==> src/rtl/alu_iter.sv <==
// Iterative unsigned ALU: single-cycle arithmetic/logic ops plus a restoring divider
// that retires one quotient bit per cycle, with a valid/ready handshake on both sides.
module alu_iter #(
    parameter int unsigned WIDTH = 8,
    parameter int unsigned OP_W  = 4
) (
    input  logic             clock,
    input  logic             reset,
    input  logic [WIDTH-1:0] a,
    input  logic [WIDTH-1:0] b,
    input  logic [OP_W-1:0]  alu_op,
    input  logic             in_valid,
    output logic             in_ready,
    output logic [WIDTH-1:0] alu_out,
    output logic [WIDTH-1:0] rem_out,
    output logic             carry_out,
    output logic             zero_flag,
    output logic             err_flag,
    output logic             out_valid,
    input  logic             out_ready
);

    localparam int unsigned SHW  = $clog2(WIDTH);
    localparam int unsigned CNTW = $clog2(WIDTH);

    localparam logic [OP_W-1:0] OpAdd = OP_W'(0);
    localparam logic [OP_W-1:0] OpSub = OP_W'(1);
    localparam logic [OP_W-1:0] OpMul = OP_W'(2);
    localparam logic [OP_W-1:0] OpDiv = OP_W'(3);
    localparam logic [OP_W-1:0] OpAnd = OP_W'(4);
    localparam logic [OP_W-1:0] OpOr  = OP_W'(5);
    localparam logic [OP_W-1:0] OpXor = OP_W'(6);
    localparam logic [OP_W-1:0] OpShl = OP_W'(7);
    localparam logic [OP_W-1:0] OpShr = OP_W'(8);

    typedef enum logic [1:0] {
        StIdle,
        StDivBusy,
        StDone
    } state_e;

    state_e state_q;

    logic [WIDTH-1:0] div_quo_q;
    logic [WIDTH-1:0] div_rem_q;
    logic [WIDTH-1:0] div_dvs_q;
    logic [CNTW-1:0]  cnt_q;

    logic             accept;

    logic [WIDTH:0]     sum;
    logic [WIDTH:0]     diff;
    logic [2*WIDTH-1:0] prod;
    logic [WIDTH-1:0]   res_alu;
    logic [WIDTH-1:0]   res_rem;
    logic               res_carry;
    logic               res_err;
    logic               res_div;

    logic [WIDTH:0]     partial;
    logic [WIDTH:0]     trial;
    logic [WIDTH-1:0]   rem_next;
    logic [WIDTH-1:0]   quo_next;

    assign in_ready = (state_q == StIdle) || ((state_q == StDone) && out_ready);
    assign accept   = in_valid && in_ready;

    // Result of any op that completes in one cycle; res_div flags a real division.
    always_comb begin
        res_alu   = '0;
        res_rem   = '0;
        res_carry = 1'b0;
        res_err   = 1'b0;
        res_div   = 1'b0;
        sum  = {1'b0, a} + {1'b0, b};
        diff = {1'b0, a} - {1'b0, b};
        prod = {{WIDTH{1'b0}}, a} * {{WIDTH{1'b0}}, b};
        case (alu_op)
            OpAdd: begin
                res_alu   = sum[WIDTH-1:0];
                res_carry = sum[WIDTH];
            end
            OpSub: begin
                res_alu   = diff[WIDTH-1:0];
                res_carry = diff[WIDTH];
            end
            OpMul: begin
                res_alu   = prod[WIDTH-1:0];
                res_carry = |prod[2*WIDTH-1:WIDTH];
            end
            OpDiv: begin
                if (b == '0) begin
                    res_alu = '1;
                    res_rem = a;
                    res_err = 1'b1;
                end else begin
                    res_div = 1'b1;
                end
            end
            OpAnd: res_alu = a & b;
            OpOr:  res_alu = a | b;
            OpXor: res_alu = a ^ b;
            OpShl: res_alu = a << b[SHW-1:0];
            OpShr: res_alu = a >> b[SHW-1:0];
            default: res_err = 1'b1;
        endcase
    end

    // One restoring step: the top bit of trial is the borrow of partial - divisor.
    always_comb begin
        partial = {div_rem_q, div_quo_q[WIDTH-1]};
        trial   = partial - {1'b0, div_dvs_q};
        if (!trial[WIDTH]) begin
            rem_next = trial[WIDTH-1:0];
            quo_next = {div_quo_q[WIDTH-2:0], 1'b1};
        end else begin
            rem_next = partial[WIDTH-1:0];
            quo_next = {div_quo_q[WIDTH-2:0], 1'b0};
        end
    end

    always_ff @(posedge clock) begin
        if (reset) begin
            state_q   <= StIdle;
            alu_out   <= '0;
            rem_out   <= '0;
            carry_out <= 1'b0;
            zero_flag <= 1'b0;
            err_flag  <= 1'b0;
            out_valid <= 1'b0;
            div_quo_q <= '0;
            div_rem_q <= '0;
            div_dvs_q <= '0;
            cnt_q     <= '0;
        end else if (accept) begin
            if (res_div) begin
                state_q   <= StDivBusy;
                out_valid <= 1'b0;
                div_quo_q <= a;
                div_rem_q <= '0;
                div_dvs_q <= b;
                cnt_q     <= '0;
            end else begin
                state_q   <= StDone;
                alu_out   <= res_alu;
                rem_out   <= res_rem;
                carry_out <= res_carry;
                zero_flag <= (res_alu == '0);
                err_flag  <= res_err;
                out_valid <= 1'b1;
            end
        end else begin
            case (state_q)
                StDivBusy: begin
                    div_quo_q <= quo_next;
                    div_rem_q <= rem_next;
                    cnt_q     <= cnt_q + 1'b1;
                    if (cnt_q == CNTW'(WIDTH - 1)) begin
                        state_q   <= StDone;
                        alu_out   <= quo_next;
                        rem_out   <= rem_next;
                        carry_out <= 1'b0;
                        zero_flag <= (quo_next == '0);
                        err_flag  <= 1'b0;
                        out_valid <= 1'b1;
                    end
                end
                StDone: begin
                    if (out_ready) begin
                        state_q   <= StIdle;
                        out_valid <= 1'b0;
                    end
                end
                StIdle: ;
                default: state_q <= StIdle;
            endcase
        end
    end

endmodule

==> config.mk <==
export PLATFORM = sky130hd
export DESIGN_NAME = alu_iter
export DESIGN_NICKNAME = d
export VERILOG_FILES = /design/src/rtl/alu_iter.sv
export SDC_FILE = /design/constraint.sdc
export NUM_CORES = 1
export LEC_CHECK = 0
export BUFFER_PORTS_ARGS = -buffer_cell sky130_fd_sc_hd__clkbuf_2
export CORE_AREA = 2 2 143 145
export DETAILED_ROUTE_END_ITERATION = 16
export DIE_AREA = 0 0 145 147
export MAX_ROUTING_LAYER = met4
export PLACE_DENSITY = 0.49
export RECOVER_POWER = 100
export REMOVE_ABC_BUFFERS = 1
export SETUP_SLACK_MARGIN = 0.1
export SLEW_MARGIN = 10
export SYNTH_ARGS = -nofsm -noshare
export SYNTH_HDL_FRONTEND = slang
export SYNTH_SLANG_ARGS = --single-unit
export TNS_END_PERCENT = 100
==> constraint.sdc <==
create_clock -name clock -period 6.17 [get_ports clock]
set_input_delay 0.9255 -clock clock [delete_from_list [all_inputs] [get_ports clock]]
set_output_delay 0.9255 -clock clock [all_outputs]
set_load 0.005 [all_outputs]
==> flow_summary.toml, run 1 <==
[power_and_ir_drop]
power.leakage_nw = 3.08
ir_drop_mv = 0.118
power.total_mw = 1.39
p_per_area_nw_per_um2 = 200

[synthesis]
synth-seq-cells = 49
syn_inst = 810
syn_area_um2 = 6390
synth-edff-count = 0
synth-async-reset-ratio_pct = 0
synthFlopType = "dfxtp_1"
ys_warn_count = 0
yosysUniqueCellTypes = 80
syn_area_per_cell_um2 = 7.89
yosysSeqAreaShare_pct = 15.4

[sta]
setup_tns_ps = 0
skew_ps = 5.39
period_share_pct = 87.0
setup_viol = 0
rsz0062_at_grt = "false"
worst_pin_slew_ps = 1360
finalHoldViolations = 0
slew_viol_final = 0
period_needed_ps = 5370
fmax_ghz = 0.186
slew_headroom_pct = 9.59

[floorplanning]
core_area_um2 = 19800
pin_count = 45
dieArea_um2 = 21300
initial_core_util_pct = 32.2
fp.dieW_um = 145
rows = 52
die_h_um = 147

[finish]
area_growth_syn_to_layout_pct = 8.71
final_nets = 961
final_util_pct = 35.0
antenna_cells = 0
drive_above_1_share_pct = 9.66
fill_cells = 2118
fin_area_um2 = 6950

[worst_hold_path]
holdPathEnd = "alu_out[6]$_SDFFE_PP0P_"
hp-class = "reg2reg"
hp-start = "alu_out[6]$_SDFFE_PP0P_"
hold_depth = 2

[worst_setup_path]
r2r-start = "state_q[1]$_SDFFE_PP0P_"
path_cells = "clkbuf_2 -> ha_1 -> inv_1 -> fa_1 -> inv_1 -> fa_1 -> ha_1 -> inv_1 -> fa_1 -> inv_1 -> ha_1 -> a211oi_1 -> o21bai_1 -> a221o_1 -> a221o_1 -> xnor2_1 -> nor4_1 -> a31oi_1"
cp_num_buf_inv = 5
reg2reg_depth = 7
crit_arrival_ps = 5530
critPathMaxFanout = 17
worst-endpoint-required_ps = 6330
critPathCaptureType = "flop"
worstSetupPathType = "in2reg"
crit_family = "adder cells"
cp_slowest_cell = "fa_1"
start_kind = "input pin"
max_stage_delay_ps = 470
rrSetupSlack_ps = 3020
r2r_end = "div_rem_q[2]$_SDFFE_PP0P_"
path_common_cell = "inv_1"

[clock_tree]
clk_path_buf_depth = 2
postCtsHoldBufs = 0
cts_setup_buffers = 0
cts_root_buf = "clkbuf_16"
htreeDepth = 2
cts_resized = 0
clk_pin_slew_ps = 70
cts_buffers = 5
cts_tree = "done"
clock_sinks = 49
clkLatencyLatePin_ps = 290

[placed_design]
place_congestion = 0.895
hpwl_um = 15600
io_buffers = 44
placed_area_um2 = 6820

[detailed_routing]
wire_per_inst_um = 18.4
drt_wl_total_um = 20100
dr.pass1.iters = 5
viasPerCell = 5.33
drt_iter0_drc = 415
final_antenna_net_count = 0
num_vias = 5855
drc_errors = 0

[global_route]
antenna_found_initial = 0
grt_max_degree = 42
grt_pass1_wl_um = 32400
grt_usage_pct = 19.5
overflow = 0
grt_pass1_vias = 5637

[status]
outcome = "completed"

[flow_run]
drv_cap = 0
==> worst max path at each step <==
stage	startpoint	to	slack, ps	cells after the start
finish	a[2]	carry_out$_SDFFE_PP0P_	800	18
global route	a[2]	carry_out$_SDFFE_PP0P_	500	18
CTS	a[2]	carry_out$_SDFFE_PP0P_	780	18
detailed placement	a[2]	carry_out$_SDFFE_PP0P_	500	18
global placement	a[2]	carry_out$_SDFFE_PP0P_	640	18
floorplan	a[4]	carry_out$_SDFFE_PP0P_	1240	14
==> layer usage <==
layer,GRT usage [%],wire length (um)
met3,3.14,1020
met4,3.71,344
met5,-,0
met2,31.0,9260
met1,26.4,9530
==> flip-flops by register name, indices dropped and copies added, names as in the netlist, 2 cells and up <==
register,flops
rem_out,8
cnt_q,3
alu_out,8
state_q,2
div_rem_q,8
div_quo_q,8
div_dvs_q,8
==> area by class of cell <==
cell class              instances  area, um2  area share [%]
flip-flops and latches         49        981            14.1
clock buffers                   6        139            2.00
well taps                     270        338            4.86
multi-input cells             619       4830            69.5
repair buffers                 55        285            4.11
clock inverters                 2       13.8           0.198
inverters                      97        364            5.24
==> report_power, final <==
group          switching, mW  total [mW]  internal, mW
clock                  0.126       0.288         0.162
sequential           0.00803       0.337         0.329
combinational          0.445       0.765         0.319
total                  0.580        1.39         0.810
==> tightest hold or removal path, stage by stage (launching register included) <==
cell and delay, ps:
dfxtp_1 310, nand2_1 50, a21oi_1 50
==> kinds of logic after synthesis <==
logic type	after synthesis	share of synthesized area (%)
flip-flops	49	15.4
AND/OR/NAND/NOR	277	20.5
XOR/XNOR	16	2.31
buffers and inverters	142	9.14
multiplexers	25	5.64
adder cells (fa/ha/maj)	110	26.1
AO/OA/AOI/OAI	191	21.0
==> Yosys cell counts, types with 6 or more instances <==
master | count | area, um2
nand2_1 | 103 | 387
inv_1 | 95 | 357
nor2_1 | 87 | 327
ha_1 | 71 | 888
a21oi_1 | 55 | 275
dfxtp_1 | 49 | 981
fa_1 | 39 | 781
o21ai_0 | 23 | 115
clkbuf_1 | 20 | 75.1
buf_2 | 17 | 85.1
nor2b_1 | 13 | 81.3
mux2i_1 | 12 | 120
a211oi_1 | 11 | 82.6
xnor2_1 | 11 | 96.3
a311oi_1 | 10 | 87.6
nand3_1 | 9 | 45.0
a21o_1 | 8 | 60.1
nor3_1 | 8 | 40.0
a221oi_1 | 7 | 61.3
and2_1 | 7 | 43.8
mux4_2 | 7 | 158
nand2b_1 | 7 | 43.8
a31oi_1 | 6 | 37.5
nor4_1 | 6 | 37.5
o211ai_1 | 6 | 45.0
o22ai_1 | 6 | 37.5
==> cell usage in the layout (no fill, tap or decap), types with 5 or more instances in the layout <==
cell type  count
a311oi_1      10
clkbuf_16      5
a221oi_1       7
mux2i_1       12
o22ai_1        6
buf_4         10
a31oi_1        6
nand3_1        9
nand2_1      103
nor3b_1        5
a21o_1         8
and3_1         5
inv_1         95
o21ai_0       24
clkbuf_2      33
o211ai_1       6
clkbuf_1      12
a211oi_1      11
nor2b_1       13
and2_1         6
nor4_1         6
nor2_1        87
a221o_1        5
dfxtp_1       49
xnor2_1       11
nor3_1         7
a21oi_1       55
ha_1          71
fa_1          39
mux4_2         7
mux2_2         5
a22oi_1        5
nand2b_1       7
==> stage by stage <==
stage	setup slack (ps)	hold WS [ps]	cells
6_report	804	450	1098
3_5_place_dp	500	444	1090
2_1_floorplan	1240	430	765
3_3_place_gp	643	438	1090
5_1_grt	500	470	1098
4_1_cts	783	454	1098
No activity file was read; power rests on OpenSTA's default activity.
==> inputs of run 2 (changes only) <==
--- a/config.mk
+++ b/config.mk
@@ -5,12 +5,14 @@
 export SDC_FILE = /design/constraint.sdc
 export NUM_CORES = 1
 export LEC_CHECK = 0
+export ABC_CLOCK_PERIOD_IN_PS = 6170
 export BUFFER_PORTS_ARGS = -buffer_cell sky130_fd_sc_hd__clkbuf_2
-export CORE_AREA = 2 2 143 145
+export CORE_AREA = 2 2 163 165
+export CTS_BUF_LIST = sky130_fd_sc_hd__clkbuf_16
 export DETAILED_ROUTE_END_ITERATION = 16
-export DIE_AREA = 0 0 145 147
+export DIE_AREA = 0 0 165 167
 export MAX_ROUTING_LAYER = met4
-export PLACE_DENSITY = 0.49
+export PLACE_DENSITY = 0.41
 export RECOVER_POWER = 100
 export REMOVE_ABC_BUFFERS = 1
 export SETUP_SLACK_MARGIN = 0.1
==> run 2 against run 1 <==
Largest power group unchanged. Register-to-register slack got worse by 370 ps. Utilization decreased by 7.7 points. Critical path type unchanged. Critical endpoint unchanged. Combinational power increased by 0.8%.
==> flow_summary.toml, run 2 (synthesized netlist as in run 1, its figures left out) <==
[clock_tree]
cts_buffers = 5
postCtsHoldBufs = 0
clk_pin_slew_ps = 70
cts_root_buf = "clkbuf_16"
cts_setup_buffers = 0
clock_sinks = 49
cts_resized = 0
clk_path_buf_depth = 2
htreeDepth = 2
clkLatencyLatePin_ps = 290
cts_tree = "done"

[sta]
rsz0062_at_grt = "false"
finalHoldViolations = 0
worst_pin_slew_ps = 1490
fmax_ghz = 0.181
skew_ps = 4.14
slew_viol_final = 0
period_share_pct = 89.5
holdWs_ps = 451
slew_headroom_pct = 0.454
period_needed_ps = 5520
setup_viol = 0
setup_tns_ps = 0

[global_route]
overflow = 0
grt_pass1_vias = 5880
grt_usage_pct = 16.4
grt_max_degree = 42
antenna_found_initial = 2
grt_pass1_wl_um = 34300

[flow_run]
drv_cap = 0

[finish]
area_growth_syn_to_layout_pct = 10.0
final_nets = 965
layout_commonest_cell = "nand2_1"
layout.cells.non_filler = 1169
drive_above_1_share_pct = 9.13
fin_area_um2 = 7030
layout_common_cells = "nand2_1 (103), inv_1 (95), nor2_1 (87)"

[floorplanning]
initial_core_util_pct = 24.8
die_h_um = 167
fp.dieW_um = 165
dieArea_um2 = 27600
core_area_um2 = 25800
pin_count = 45
rows = 59

[worst_hold_path]
hp-class = "reg2reg"

[detailed_routing]
num_vias = 5894
final_antenna_net_count = 0
drt_iter0_drc = 344
dr.pass1.iters = 5
viasPerCell = 5.04
drt_wl_total_um = 21600
drc_errors = 0
wire_per_inst_um = 18.5

[worst_setup_path]
cp_slowest_cell = "clkbuf_1"
max_stage_delay_ps = 560
path_cells = "clkbuf_1 -> inv_1 -> nor2_1 -> ha_1 -> inv_1 -> fa_1 -> fa_1 -> fa_1 -> inv_1 -> ha_1 -> a21o_1 -> a21o_1 -> a221oi_1 -> xnor2_1 -> o21ai_0 -> nor4_1 -> a31oi_1"
worst-endpoint-required_ps = 6340
rrSetupSlack_ps = 2650
critPathCaptureType = "flop"
crit_arrival_ps = 5690
cp_num_buf_inv = 4
crit_family = "adder cells"
start_kind = "input pin"
critPathMaxFanout = 10
worstSetupPathType = "in2reg"

[power_and_ir_drop]
power.total_mw = 1.38
p_per_area_nw_per_um2 = 196
ir_drop_mv = 0.0994
power.leakage_nw = 3.07

[placed_design]
place_congestion = 0.857
placed_cells = 1159
placed_area_um2 = 6930
hpwl_um = 17100
io_buffers = 44

[status]
outcome = "completed"
-- run 2: cell types whose count changed in the layout (fill, tap and decap cells not counted), sizes merged --
cell      delta
clkinvlp     +1
clkbuf       +2
buf          +1
diode        +2
-- run 2: stage by stage --
step | utilization, % | worst slack, ps
4_1_cts | 27.4 | 777
2_1_floorplan | - | 1240
3_5_place_dp | 26.9 | 489
5_1_grt | 27.3 | 323
6_report | 27.3 | 650
3_3_place_gp | 26.9 | 586
-- run 2: cell type report --
class	count	area [um2]
Antenna cell	2	5.00
Clock buffer	5	125
Clock inverter	3	17.5
Fill cell	2865	18700
Inverter	97	364
Multi-Input combinational cell	619	4820
Sequential cell	49	981
Tap cell	335	419
Timing Repair Buffer	59	300
-- run 2: worst paths after layout --
check,start,to,cells after the start
max,a[0],carry_out$_SDFFE_PP0P_,17
max reg2reg,state_q[1]$_SDFFE_PP0P_,div_rem_q[4]$_SDFFE_PP0P_,6
min,alu_out[5]$_SDFFE_PP0P_,alu_out[5]$_SDFFE_PP0P_,2
min reg2reg,alu_out[5]$_SDFFE_PP0P_,alu_out[5]$_SDFFE_PP0P_,2
-- run 2: worst min-delay path, stage by stage (launching register included) --
cell and delay [ps]:
dfxtp_1 310, nand2_1 50, a21oi_1 50
-- run 2: per-layer routing --
layer,track usage [%],routed length [um],vias to the layer above
met1,22.1,10200,2897
met2,25.7,9900,130
met3,2.57,1020,24
met5,-,0,-
li1,-,-,2843
met4,3.52,451,0
-- run 2: power breakdown --
group / switching [mW] / internal (mW)
clock: 0.125 / 0.149
combinational: 0.452 / 0.319
sequential: 0.00790 / 0.329
total: 0.585 / 0.796
